<file path="config.mk">
export PLATFORM = sky130hd
export DESIGN_NAME = adder_serial_param
export DESIGN_NICKNAME = d
export VERILOG_FILES = /design/src/rtl/adder_serial_param.sv
export SDC_FILE = /design/constraint.sdc
export NUM_CORES = 2
export LEC_CHECK = 0
export ABC_AREA = 1
export CAP_MARGIN = 25
export CORE_AREA = 2 2 449 451
export CTS_CLUSTER_SIZE = 12
export DETAILED_ROUTE_END_ITERATION = 8
export DIE_AREA = 0 0 451 453
export GPL_ROUTABILITY_DRIVEN = 0
export GPL_TIMING_DRIVEN = 0
export PLACE_DENSITY_LB_ADDON = 0.15
export SLEW_MARGIN = 30
export SYNTH_ARGS = -nofsm -noshare
export SYNTH_HDL_FRONTEND = slang
export SYNTH_SLANG_ARGS = --single-unit
</file>
<file path="constraint.sdc">
create_clock -name clk -period 3.9 [get_ports clk]
set_input_delay 0.39 -clock clk [delete_from_list [all_inputs] [get_ports clk]]
set_output_delay 0.39 -clock clk [all_outputs]
set_load 0.02 [all_outputs]
</file>
<file path="src/rtl/adder_serial_param.sv">
// Multi-cycle WIDTH-bit adder/subtractor: one CHUNK-bit slice per clock through a single carry
// chain, start/done handshake, result/carry/overflow held until the next completion.
module adder_serial_param #(
  parameter int unsigned WIDTH = 381,
  parameter int unsigned CHUNK = 32
) (
  input  logic             clk,
  input  logic             reset,
  input  logic             start,
  input  logic             sub,
  input  logic             cin,
  input  logic [WIDTH-1:0] A,
  input  logic [WIDTH-1:0] B,
  output logic [WIDTH-1:0] S,
  output logic             carry,
  output logic             overflow,
  output logic             busy,
  output logic             done
);

  localparam int unsigned NCHUNK = (WIDTH + CHUNK - 1) / CHUNK;
  localparam int unsigned PW     = NCHUNK * CHUNK;
  // Number of meaningful bits in the top chunk (1..CHUNK); the rest is zero padding.
  localparam int unsigned TOP    = WIDTH - (NCHUNK - 1) * CHUNK;
  localparam int unsigned CW     = (NCHUNK > 1) ? $clog2(NCHUNK) : 1;

  typedef enum logic [1:0] {StIdle, StRun, StDone} state_e;

  state_e           state_q, state_d;
  logic [PW-1:0]    a_q, a_d;
  logic [PW-1:0]    b_q, b_d;
  logic [PW-1:0]    part_q, part_d;
  logic             c_q, c_d;
  logic [CW-1:0]    cnt_q, cnt_d;
  logic [WIDTH-1:0] s_q, s_d;
  logic             carry_q, carry_d;
  logic             ovf_q, ovf_d;

  logic [CHUNK:0]   sum;
  logic [PW-1:0]    sum_ext;
  logic             last;

  always_comb begin
    sum     = {1'b0, a_q[CHUNK-1:0]} + {1'b0, b_q[CHUNK-1:0]} + {{CHUNK{1'b0}}, c_q};
    sum_ext = '0;
    sum_ext[CHUNK-1:0] = sum[CHUNK-1:0];
    last    = (cnt_q == CW'(NCHUNK - 1));

    state_d = state_q;
    a_d     = a_q;
    b_d     = b_q;
    part_d  = part_q;
    c_d     = c_q;
    cnt_d   = cnt_q;
    s_d     = s_q;
    carry_d = carry_q;
    ovf_d   = ovf_q;

    case (state_q)
      StIdle: begin
        if (start) begin
          a_d = '0;
          a_d[WIDTH-1:0] = A;
          b_d = '0;
          b_d[WIDTH-1:0] = sub ? ~B : B;
          c_d     = sub | cin;
          cnt_d   = '0;
          part_d  = '0;
          state_d = StRun;
        end
      end
      StRun: begin
        a_d    = a_q >> CHUNK;
        b_d    = b_q >> CHUNK;
        c_d    = sum[CHUNK];
        // Sum chunks enter from the top so chunk 0 ends up at the bottom after NCHUNK shifts.
        part_d = (part_q >> CHUNK) | (sum_ext << (PW - CHUNK));
        cnt_d  = cnt_q + CW'(1);
        if (last) begin
          s_d     = part_d[WIDTH-1:0];
          carry_d = sum[TOP];
          // Carry into bit WIDTH-1 is recovered from its sum bit and operand bits.
          ovf_d   = sum[TOP] ^ sum[TOP-1] ^ a_q[TOP-1] ^ b_q[TOP-1];
          state_d = StDone;
        end
      end
      StDone:  state_d = StIdle;
      default: state_d = StIdle;
    endcase
  end

  always_ff @(posedge clk) begin
    if (!reset) begin
      state_q <= StIdle;
      a_q     <= '0;
      b_q     <= '0;
      part_q  <= '0;
      c_q     <= 1'b0;
      cnt_q   <= '0;
      s_q     <= '0;
      carry_q <= 1'b0;
      ovf_q   <= 1'b0;
    end else begin
      state_q <= state_d;
      a_q     <= a_d;
      b_q     <= b_d;
      part_q  <= part_d;
      c_q     <= c_d;
      cnt_q   <= cnt_d;
      s_q     <= s_d;
      carry_q <= carry_d;
      ovf_q   <= ovf_d;
    end
  end

  assign S        = s_q;
  assign carry    = carry_q;
  assign overflow = ovf_q;
  assign busy     = (state_q != StIdle);
  assign done     = (state_q == StDone);

endmodule

</file>
# After elaboration in Yosys (flattened, before gate mapping)
# Index checks and enable logic that the tools add are counted.
# W data, S select, Z words.
# classes
add_sub_neg	3
eq_ne	5
n_mux	14
bitwise	6
reduce_logical	6
# ops
op	count
$pmux W384 S2	3
$mux W384	3
$or A352 B384 Y384	1
$mux W381	1
$not A381 Y381	1
$add A32 B32 Y33	1
$add A33 B1 Y33	1
$pmux W4 S2	1
$reduce_and A2 Y1	3
$add A4 B1 Y4 const B	1
$eq A4 B4 Y1 const B	1
$mux W2	2
$mux W4	1
$ne A2 B2 Y1 const B	2
$pmux W2 S2	1
$reduce_bool A2 Y1	2
$xor A1 B1 Y1	3
$eq A2 B1 Y1 const B	1
$eq A2 B2 Y1 const B	1
$logic_not A2 Y1	1
$pmux W1 S2	1
$mux W1	1
$or A1 B1 Y1	1
# word_totals
ff_bits	1542
in_bits	767
wordCells	43

# Logic depth before layout (Yosys ltp)
# logic_depth
word_depth	5
depth_mapped	16
mapped_depth_nobuf	16

# Worst setup path after synthesis
# Ideal clock, no wire load.
# synth_path
path_type	register -> register
start	register a_q[0]
end	register part_q[370]
setup_ns	0.125
arrival_ns	2.209
t_required_ns	3.775
setup_slack_ns	1.566
stages_incl_launch_ff	14
period_less_slack_ns	2.334
path_cell_list	dfxtp_1 -> fa_1 -> fa_1 -> nand3_1 -> nand2_1 -> nand2_1 -> nand2_1 -> a21o_1 -> nand2_1 -> nand2_1 -> a21boi_0 -> nand2_1 -> nand3_1 -> o21ai_0
# synth_between
elab_chain_len	4
# synth_rtl
element	line_no	text
from (decl)	30	logic [PW-1:0] a_q, a_d;
from (signal assigned)	95	a_q <= '0;
from (signal assigned)	105	a_q <= a_d;
$add A32 B32 Y33	44	sum = {1'b0, a_q[CHUNK-1:0]} + {1'b0, b_q[CHUNK-1:0]} + {{CHUNK{1'b0}}, c_q};
$add A33 B1 Y33	44	
$or A352 B384 Y384	77	part_d = (part_q >> CHUNK) | (sum_ext << (PW - CHUNK));
$pmux W384 S2	59	case (state_q)
to (signal assigned)	107	part_q <= part_d;
to (decl)	32	logic [PW-1:0] part_q, part_d;
# No other way between the ends.
# A chain may end at the register's enable or synchronous reset.

# Worst setup path in the final report
# layout_path
start	register state_q[0]
end	register part_q[325]
# layout_between
elab_chain_len	3
word_cells_on_any_way	6
classes_between	eq/ne: 2; mux: 1; reduce/logical: 3
# layout_rtl
element	line_no	text
from (decl)	29	state_e state_q, state_d;
from (signal assigned)	94	state_q <= StIdle;
from (signal assigned)	104	state_q <= state_d;
$eq A2 B1 Y1 / $logic_not A2 Y1 (equally long branches)	59	
$reduce_bool A2 Y1 (no source line) / $ne A2 B2 Y1 (equally long branches)	--	
$reduce_and A2 Y1 (no source line)	--	
# Several ways; a longest one is shown, not always the timed one.

==> qor.txt <==
STATUS
--------------------------------------------------------------------------------------------------------
Outcome                                                                                     finished, final reports clean

WORST SETUP PATH
--------------------------------------------------------------------------------------------------------
CP dominant cell by count                                                                   sky130_fd_sc_hd__buf_2
CP max-delay cell                                                                           sky130_fd_sc_hd__buf_2
Arr. time, crit path                                                                             3.78 ns
Critical register-to-register path endpoint                                                 part_q[325]$_SDFFE_PN0P_
Number of cell instances on the worst register-to-register path                                        8
Critical path start-end classification                                                      register to register
Worst R2R Setup Slack                                                                            0.80 ns
Series of cell instances along the critical path                                            inv_2 -> nor2_8 -> nor2_4 -> inv_2 -> buf_2 -> buf_2 -> buf_2 -> o22ai_1
WP data required                                                                                 4.59 ns
Launch point of the worst reg-to-reg path                                                   state_q[0]$_SDFFE_PN0P_
Slowest cell delay on critical path                                                              0.50 ns
CP startpoint                                                                               state_q[0]$_SDFFE_PN0P_
Endpoint of the most critical setup path                                                    part_q[325]$_SDFFE_PN0P_
Largest fanout on the critical path                                                                   11
Kind of launch point of the worst setup path                                                    register
Category of the worst setup path capture point                                                  register

TIMING
--------------------------------------------------------------------------------------------------------
Shortest period the worst path allows                                                            3.10 ns
Setup clock skew after layout                                                                  0.0375 ns
Setup TNS                                                                                           0 ns
Final worst-path cycle share                                                                       0.794
Final hold violations                                                                                  0
Slew at the pin closest to its max-slew limit                                                   0.945 ns
Tightest slew margin relative to the limit                                                         0.370
Fmax achieved                                                                                    323 MHz
Count of pins over their slew limit                                                                    0
Hold slack final                                                                                0.181 ns
Setup-failing EPs final                                                                                0
RSZ-0062 raised after global routing                                                                  no

SYNTH
--------------------------------------------------------------------------------------------------------
Cell taking the most area after synthesis                                                   sky130_fd_sc_hd__dfxtp_1
Commonest cells post-synth                                                                  sky130_fd_sc_hd__dfxtp_1 (1504), sky130_fd_sc_hd__o21ai_0 (939), sky130_fd_sc_hd__nand2_1 (709)
Synthesized cell area                                                                        59800 sq um
Gate Count Post-Synth                                                                               7034
Yosys warnings                                                                                         0
Number of nets produced by synthesis                                                                7835
Seq cells post-synth                                                                                1504
Most frequently used flop master after synthesis                                            sky130_fd_sc_hd__dfxtp_1
Async S/R FF share, synth                                                                              0
Number of unique standard cell types used by synthesis                                                42
Cell with the most instances after synthesis                                                sky130_fd_sc_hd__dfxtp_1
Most area-consuming cells after synthesis                                                   sky130_fd_sc_hd__dfxtp_1 (50%), sky130_fd_sc_hd__o21ai_0 (7.9%), sky130_fd_sc_hd__a21oi_1 (5.7%)
Post-synth EDFFs                                                                                       0
Area share of the leading cell type in the synthesized netlist                                     0.504
Seq/Total Area, Yosys                                                                              0.504
Post-synthesis area per instance                                                              8.50 sq um

FLOORPLAN
--------------------------------------------------------------------------------------------------------
Full die area                                                                               204000 sq um
Effective utilization at floorplan                                                                 0.300
Die H                                                                                             453 um
Die W                                                                                             451 um
Io pins                                                                                             1152
Core ar.                                                                                    199000 sq um
Cell row count                                                                                       164

PWR
--------------------------------------------------------------------------------------------------------
Power per cell area                                                                          483 nW/um^2
Leakage                                                                                          30.3 nW
Worst voltage drop across the vdd grid                                                            494 uV

CELLS AND AREA
--------------------------------------------------------------------------------------------------------
Finished layout cell area                                                                    80100 sq um
Number of fillers in the final layout                                                              20200
Fin nets                                                                                            9154
Ratio of cells with drive above 1 in the final layout                                             0.0614
Multi-input gate area                                                                        24500 sq um
Area growth syn-to-layout                                                                          34.0%
Total area of sequential cells                                                               30100 sq um

ROUTE
--------------------------------------------------------------------------------------------------------
Routed WL                                                                                      300000 um
Post-route antenna net violation count                                                                 0
DRC errors left                                                                                        0
Vias per cell                                                                                       5.21
Number of vias after detailed routing                                                              58400
First-pass DRT Iterations                                                                              7
Wire length per cell                                                                             26.8 um
DRT iter0 DRCs                                                                                      5156

CTS
--------------------------------------------------------------------------------------------------------
CTS tree                                                                                            done
Maximum clock path buffer count                                                                        3
CTS H-tree lvls                                                                                        4
Post-CTS clock slew at the launch and capture registers of the worst setup and hold paths        0.06 ns
Clock root buffer                                                                           sky130_fd_sc_hd__clkbuf_16
Clk sink count                                                                                      1504
Total of hold buffers inserted after clock tree synthesis                                              0
Post-cts gate resize count                                                                             0
Post-CTS setup repair buffer count                                                                     0
Num CTS Buffers                                                                                      167
Worst-Skew Late Latency                                                                          0.86 ns

GLOBAL ROUTE
--------------------------------------------------------------------------------------------------------
Wire length of the first global-routing pass                                                   413000 um
Gr ovfl total                                                                                          0
Global-route usage over all layers                                                                 0.280
Initial antenna violation count                                                                       97
Maximum number of pins on one net before global-route repair                                          17
Number of global-route vias before repair                                                          55600

RUN
--------------------------------------------------------------------------------------------------------
Reported max-cap violation count                                                                       0

PLACEMENT
--------------------------------------------------------------------------------------------------------
Half-perimeter wire length of the detailed placement result                                    243000 um
I/O Buffers                                                                                         1149
Placed cell areas                                                                            74600 sq um

MIN PATH
--------------------------------------------------------------------------------------------------------
Startpoint of the tightest hold check path                                                        A[376]
Hold Crit Class                                                                             input pin to register

[cell families (layout without fill, tap and decap cells)]
group                    after synthesis  after routing  synth area share
other                                  0             67                 0
flip-flops                          1504           1504             0.504
AND/OR/NAND/NOR                     1042           1042            0.0690
buffers and inverters               1301           2741            0.0875
XOR/XNOR                             401            401            0.0587
adder cells (fa/ha/maj)               34             34           0.00737
AO/OA/AOI/OAI                       2752           2752             0.274
[worst min path at each step]
stage,cells past startpoint,endpoint,slack [ns]
2_1_floorplan,2,b_q[117]$_SDFFE_PN0P_,0.44
3_3_place_gp,2,b_q[127]$_SDFFE_PN0P_,0.45
3_5_place_dp,2,b_q[316]$_SDFFE_PN0P_,0.45
4_1_cts,3,a_q[283]$_SDFFE_PN0P_,0.13
5_1_grt,2,a_q[376]$_SDFFE_PN0P_,0.15
6_report,2,a_q[376]$_SDFFE_PN0P_,0.18
[stage by stage]
step           total power (W)   util  std cells  worst slack (ns)
6_report                0.0387  0.402      11200             0.805
5_1_grt                 0.0400  0.402      11200             0.615
4_1_cts                 0.0388  0.401      11100             0.664
3_5_place_dp            0.0233  0.375      10800             0.576
3_3_place_gp            0.0232  0.374      10800             0.105
2_1_floorplan           0.0202      -       7034              1.57
[per-layer routing]
metal / wire length (um) / part of all wire / global-route usage
met5: 139 / 0.00046 / 0
met4: 16300 / 0.054 / 0.143
met3: 18400 / 0.061 / 0.0499
met2: 139000 / 0.46 / 0.458
met1: 126000 / 0.42 / 0.353
[power breakdown]
| group | internal, W | switching [W] | total [W] |
|---|---|---|---|
| clock network | 0.00872 | 0.00690 | 0.0156 |
| registers | 0.0163 | 0.000769 | 0.0171 |
| logic | 0.00220 | 0.00378 | 0.00599 |
| total | 0.0272 | 0.0115 | 0.0387 |
[critical path: cells and delay by family (launching register included)]
kind | cells | cell delay [ns]
simple gates | 2 | 0.50
flops | 1 | 0.38
buf+inv | 5 | 1.90
compound gates | 1 | 0.11
[area by class of cell]
class	instances	area share
Buffer	644	0.0346
Multi-Input combinational cell	4229	0.305
Clock buffer	250	0.0606
Clock inverter	40	0.00569
Inverter	657	0.0308
Tap cell	2656	0.0415
Antenna cell	67	0.00209
Sequential cell	1504	0.376
Timing Repair Buffer	1150	0.144
[cells in the final DEF, fill, tap and decap left out, types with 39 or more instances in the layout]
cell type and count:
sky130_fd_sc_hd__diode_2 67, sky130_fd_sc_hd__buf_1 39, sky130_fd_sc_hd__xnor2_1 325, sky130_fd_sc_hd__nor2_1 218, sky130_fd_sc_hd__o221ai_1 60, sky130_fd_sc_hd__o21ai_1 55
sky130_fd_sc_hd__o21ai_0 939, sky130_fd_sc_hd__clkdlybuf4s50_1 1149, sky130_fd_sc_hd__nand2_1 709, sky130_fd_sc_hd__clkbuf_16 168, sky130_fd_sc_hd__a21oi_1 675, sky130_fd_sc_hd__clkbuf_1 394
sky130_fd_sc_hd__o22ai_1 414, sky130_fd_sc_hd__dfxtp_1 1504, sky130_fd_sc_hd__a22oi_1 199, sky130_fd_sc_hd__o32ai_1 261, sky130_fd_sc_hd__buf_2 245, sky130_fd_sc_hd__nand3_1 89
sky130_fd_sc_hd__inv_1 649, sky130_fd_sc_hd__xor2_1 76, sky130_fd_sc_hd__a31oi_1 65
[registers in the layout, summed over array words and instances, names as in the netlist]
register	count
part_q	352
state_q	2
carry	1
b_q	381
overflow	1
cnt_q	4
S	381
c_q	1
a_q	381
Note: power is estimated with default switching activity, not from simulation.
